===== config.mk =====
export PLATFORM = sky130hd
export DESIGN_NAME = mandelbrot_point_driver
export DESIGN_NICKNAME = d
export VERILOG_FILES = /design/src/rtl/mandelbrot_point_driver.sv
export SDC_FILE = /design/constraint.sdc
export NUM_CORES = 1
export LEC_CHECK = 0
export BUFFER_PORTS_ARGS = -buffer_cell sky130_fd_sc_hd__buf_4
export CAP_MARGIN = 30
export CORE_ASPECT_RATIO = 0.7
export CORE_MARGIN = 2
export CORE_UTILIZATION = 30
export DETAILED_ROUTE_END_ITERATION = 8
export PLACE_DENSITY_LB_ADDON = 0.1
export SYNTH_ARGS = -nofsm -noshare
export SYNTH_HDL_FRONTEND = slang
export SYNTH_SLANG_ARGS = --single-unit
export TNS_END_PERCENT = 1

===== constraint.sdc =====
create_clock -name clk -period 2.95 [get_ports clk]
set_input_delay 0.7375 -clock clk [delete_from_list [all_inputs] [get_ports clk]]
set_output_delay 0.7375 -clock clk [all_outputs]
set_load 0.02 [all_outputs]

===== src/rtl/mandelbrot_point_driver.sv =====
// Host-side driver for the Mandelbrot accelerator: serialises C as nibbles,
// strobes start, then turns the unbounded flag into a bounded escape count.
module mandelbrot_point_driver #(
  parameter int ITER_W      = 8,
  parameter int SYNC_STAGES = 0
) (
  input  logic              clk,
  input  logic              rst,
  input  logic              req_valid,
  output logic              req_ready,
  input  logic [31:0]       req_cr,
  input  logic [31:0]       req_ci,
  input  logic [ITER_W-1:0] req_max_iter,
  output logic              acc_start,
  output logic [3:0]        acc_cr_nib,
  output logic [3:0]        acc_ci_nib,
  input  logic              acc_unbounded,
  output logic              rsp_valid,
  input  logic              rsp_ready,
  output logic [ITER_W-1:0] rsp_iter,
  output logic              rsp_escaped,
  output logic              busy
);

  localparam int TW   = ITER_W + 2;
  localparam int SKIP = 1 + SYNC_STAGES;

  typedef enum logic [2:0] {
    S_IDLE,
    S_LOAD,
    S_START,
    S_ITER,
    S_RESP
  } state_t;

  state_t state_q, state_d;

  logic [27:0]       cr_sh, ci_sh;
  logic [ITER_W-1:0] max_q;
  logic [2:0]        k_q;
  logic [TW-1:0]     t_q;

  logic [ITER_W-1:0] n_cur;
  logic              flag_ok;
  logic              hit_esc;
  logic              hit_cap;

  logic              req_ready_d;
  logic              busy_d;
  logic              acc_start_d;
  logic [3:0]        cr_nib_d, ci_nib_d;
  logic              rsp_valid_d;
  logic [ITER_W-1:0] rsp_iter_d;
  logic              rsp_esc_d;

  // The flag lags Z by 1+SYNC_STAGES cycles; before that it is stale.
  assign n_cur   = t_q[ITER_W-1:0] - ITER_W'(SKIP);
  assign flag_ok = (t_q >= TW'(SKIP));
  assign hit_esc = flag_ok & acc_unbounded;
  assign hit_cap = flag_ok & (n_cur == max_q - ITER_W'(1));

  always_ff @(posedge clk) begin
    if (rst) state_q <= S_IDLE;
    else     state_q <= state_d;
  end

  always_comb begin
    state_d = state_q;
    unique case (state_q)
      S_IDLE:  if (req_valid) state_d = S_LOAD;
      S_LOAD:  if (k_q == 3'd7) state_d = S_START;
      S_START: state_d = (max_q == '0) ? S_RESP : S_ITER;
      S_ITER:  if (hit_esc | hit_cap) state_d = S_RESP;
      S_RESP:  if (rsp_ready) state_d = S_IDLE;
      default: state_d = S_IDLE;
    endcase
  end

  always_comb begin
    req_ready_d = (state_d == S_IDLE);
    busy_d      = (state_d != S_IDLE);
    acc_start_d = (state_d == S_START);
    rsp_valid_d = (state_d == S_RESP);
    cr_nib_d    = 4'd0;
    ci_nib_d    = 4'd0;
    if (state_d == S_LOAD) begin
      if (state_q == S_IDLE) begin
        cr_nib_d = req_cr[3:0];
        ci_nib_d = req_ci[3:0];
      end else begin
        cr_nib_d = cr_sh[3:0];
        ci_nib_d = ci_sh[3:0];
      end
    end
    rsp_iter_d = rsp_iter;
    rsp_esc_d  = rsp_escaped;
    unique case (1'b1)
      (state_q == S_START) && (state_d == S_RESP): begin
        rsp_iter_d = '0;
        rsp_esc_d  = 1'b0;
      end
      (state_q == S_ITER) && hit_esc: begin
        rsp_iter_d = n_cur;
        rsp_esc_d  = 1'b1;
      end
      (state_q == S_ITER) && hit_cap && !hit_esc: begin
        rsp_iter_d = max_q;
        rsp_esc_d  = 1'b0;
      end
      default: ;
    endcase
  end

  always_ff @(posedge clk) begin
    if (rst) begin
      req_ready   <= 1'b1;
      busy        <= 1'b0;
      acc_start   <= 1'b0;
      acc_cr_nib  <= 4'd0;
      acc_ci_nib  <= 4'd0;
      rsp_valid   <= 1'b0;
      rsp_iter    <= '0;
      rsp_escaped <= 1'b0;
      cr_sh       <= '0;
      ci_sh       <= '0;
      max_q       <= '0;
      k_q         <= 3'd0;
      t_q         <= '0;
    end else begin
      req_ready   <= req_ready_d;
      busy        <= busy_d;
      acc_start   <= acc_start_d;
      acc_cr_nib  <= cr_nib_d;
      acc_ci_nib  <= ci_nib_d;
      rsp_valid   <= rsp_valid_d;
      rsp_iter    <= rsp_iter_d;
      rsp_escaped <= rsp_esc_d;
      unique case (state_q)
        S_IDLE: begin
          if (req_valid) begin
            cr_sh <= req_cr[31:4];
            ci_sh <= req_ci[31:4];
            max_q <= req_max_iter;
            k_q   <= 3'd0;
          end
        end
        S_LOAD: begin
          cr_sh <= cr_sh >> 4;
          ci_sh <= ci_sh >> 4;
          k_q   <= k_q + 3'd1;
        end
        S_START: t_q <= '0;
        S_ITER:  t_q <= t_q + TW'(1);
        default: ;
      endcase
    end
  end

endmodule

==> results.yml <==
global_route:
  use_met1_pct: 24.2
  grt_usage_pct: 16.3
  antenna_found_initial: 0
  grt_max_degree: 57
  gr-usage-met2_pct: 23.9
  grt_pass1_wl_mm: 20.8
  grt_pass1_vias: 4077
  grt_busiest_layer: "met1"
  met3_usage_pct: 3.91
  grt_overflow: 0
synth:
  seq_area_frac_synth_pct: 44.6
  synth.top_cell.area_share_pct: 44.6
  syn-num-nets: 668
  netlist_area_um2: 4530
  ys_top_cells_by_area: "dfxtp_1, nand2_1, a311oi_1"
  synthDistinctLibCells: 40
  ys_seq_elements: 101
  synth_top_area_cell: "dfxtp_1"
  yosysMostFrequentCell: "nand2_1"
  synth_flop_cell: "dfxtp_1"
  synth_common_cells: "nand2_1, dfxtp_1, nor2_1"
  synthArstFlopShare_pct: 0
  synth_edf_count: 0
  ys.warnings.count: 0
  synth_cells: 584
  syn_area_per_cell_um2: 7.76
cts:
  clock_latency_ns: 0.33
  cts_buffers: 9
  root_buffer: "clkbuf_16"
  cts_buffer_depth: 2
  post-cts-setup-buffers: 0
  cts_tree: "done"
  clock_sinks: 101
  clkSlewWorstSetupHoldPaths_ns: 0.06
  h-tree-depth: 3
critical_path:
  crit_fanout: 9
  path_cells: "inv_1 -> ha_1 -> or3b_4 -> xor2_2 -> xnor2_1 -> nand4_1 -> or4_1 -> a31o_4 -> a311o_1"
  start_kind: "register"
  r2r_end: "rsp_iter[2]"
  endpoint: "rsp_iter[2]"
  r2r-start: "t_q[0]"
  crit_required_ns: 3.17
  crit_slowest_cell: "or4_1"
  startpoint: "t_q[0]"
  r2r_cells: 9
  crit_type: "register to register"
  r2r_slack_ns: 0.13
  endpoint_kind: "register"
  critPathArrivalTime_ns: 3.04
  crit_path_max_incr_delay_ns: 0.57
finish:
  final_nets: 745
  diodes: 0
  fillers: 1581
  area_delta_synth_final_pct: 27.3
  drive_above_1_share_pct: 21.1
  postLayoutCoreUtil_pct: 39.2
status:
  status: "complete, no violations"
worst_hold_path:
  hold_path_class: "register to register"
placed_design:
  port_buffers: 97
  dpl.hpwl_mm: 8.91
  gp_congestion: 0.902
route:
  routed_wl_mm: 12.9
  drc_errors: 0
  ant_nets: 0
  firstDrtPassIters: 4
  drt_iter0_markers: 232
  viasPerCell: 4.95
  wl_per_cell_um: 15.0
  vias: 4247
timing:
  slew_headroom_pct: 58.2
  max_freq_ghz: 0.355
  drv_slew: 0
  rsz0062_at_grt: "false"
  hold_viol_final: 0
  setup-violations-final: 0
  skew_ns: 0.00562
  fin_crit_sh_pct: 95.6
  tightest_slew_ns: 0.620
  period_minus_slack_ns: 2.82
floorplan:
  start_util_pct: 30.8
  die_area_um2: 16100
  num_rows: 37
  die_height_um: 107
  core-area_um2: 14700
  chipWidth_um: 151
  num_io_pins: 98
pwr:
  leakage_nw: 2.34
  irDropWorstVdd_mv: 0.350
  power_density_nw_per_um2: 538
  fin_total_pwr_w: 0.00310
flow_run:
  drv_cap: 0
-- kinds of logic after synthesis --
kind of cell / count (synthesis) / synth area share (%)
fa+ha+maj: 7 / 1.93
compound gates: 111 / 17.6
buf+inv: 57 / 5.06
flops: 101 / 44.6
simple gates: 286 / 26.5
xor+xnor: 22 / 4.25
-- cells in the final DEF (no fill, tap or decap), types with 2 or more instances in the layout --
cell type  instances
a21oi_1           36
nand2_1          161
nand2_2            2
a32o_1             2
xor2_1             7
clkbuf_1           2
or2_2              2
nor3_1            13
a311o_1            2
xnor2_1           14
clkbuf_16          9
o22ai_1            6
nand2b_1           3
nand4_1            4
nor2_1            68
dfxtp_1          101
ha_1               7
buf_12             2
a311oi_1          48
or4_1              2
a31oi_1            2
nor4_1             2
inv_1              9
o21ai_0            6
or3_1              2
and3_1             2
nor2b_1            3
buf_4            111
a31o_2             4
a22oi_1            2
nor3b_1            2
nand3_1           13
-- stage by stage --
step                instance area (µm²)  setup TNS (ns)  hold slack (ns)  setup slack [ns]  std cells
floorplan                          4530               0            0.437            0.0677        584
global placement                   5460               0            0.446            0.0716        845
detailed placement                 5460          -0.114            0.449           -0.0602        845
CTS                                5740               0            0.459          0.000814        858
global route                       5760               0            0.467            0.0348        858
finish                             5760               0            0.458             0.130        858
-- report_power, final --
group	leakage, nW	total, W	switching, W	internal (W)
combinational	1.38	0.000462	0.000254	0.000207
sequential	0.828	0.00151	0.0000557	0.00146
clock	0.128	0.00113	0.000482	0.000645
total	2.34	0.00310	0.000792	0.00231
-- layer usage --
layer	part of all wire [%]	up-vias	routed length (µm)
li1	-	2160	-
met1	53	1980	6780
met2	42	105	5360
met3	5.4	2	697
met4	0.33	0	42
met5	0	-	0
-- sequential cells by signal, indices dropped and copies added (netlist names) --
signal / flops
acc_ci_nib: 4
cr_sh: 28
req_ready: 1
max_q: 8
k_q: 3
acc_start: 1
acc_cr_nib: 4
state_q: 3
t_q: 10
ci_sh: 28
rsp_escaped: 1
rsp_iter: 8
rsp_valid: 1
busy: 1
-- timing repair --
action,CTS,global route
resized for setup,2,4
endpoints found under the hold margin,0,0
hold buffers,0,0
endpoints found under the setup margin,3,4
-- final cells by class --
cell class	count	area (µm²)	share of cell area, %
clock buffers	11	233	4.04
clock inverters	2	37.5	0.651
inverters	10	37.5	0.651
multi-input cells	426	2320	40.2
flip-flops and latches	101	2020	35.1
well taps	195	244	4.23
repair buffers	113	873	15.2
-- how the worst min path moves through the flow --
stage | start | endpoint | slack (ns) | depth (start not counted)
floorplan | ci_sh[0] | acc_ci_nib[0] | 0.44 | 2
global placement | cr_sh[24] | cr_sh[24] | 0.45 | 2
detailed placement | ci_sh[24] | ci_sh[24] | 0.45 | 2
CTS | ci_sh[24] | ci_sh[24] | 0.46 | 2
global route | ci_sh[24] | ci_sh[24] | 0.47 | 2
finish | ci_sh[24] | ci_sh[24] | 0.46 | 2
-- critical path: cells and delay by family, from the launching register on --
family	cells	cell delay, ns
DFF	1	0.35
and+or+nand+nor	3	1.10
xor gates and xnor gates	2	0.34
buffers and inverters	1	0.08
adders and majority gates	1	0.18
AOI/OAI and AO/OA	2	0.65
Note: power is estimated with default switching activity, not from simulation.
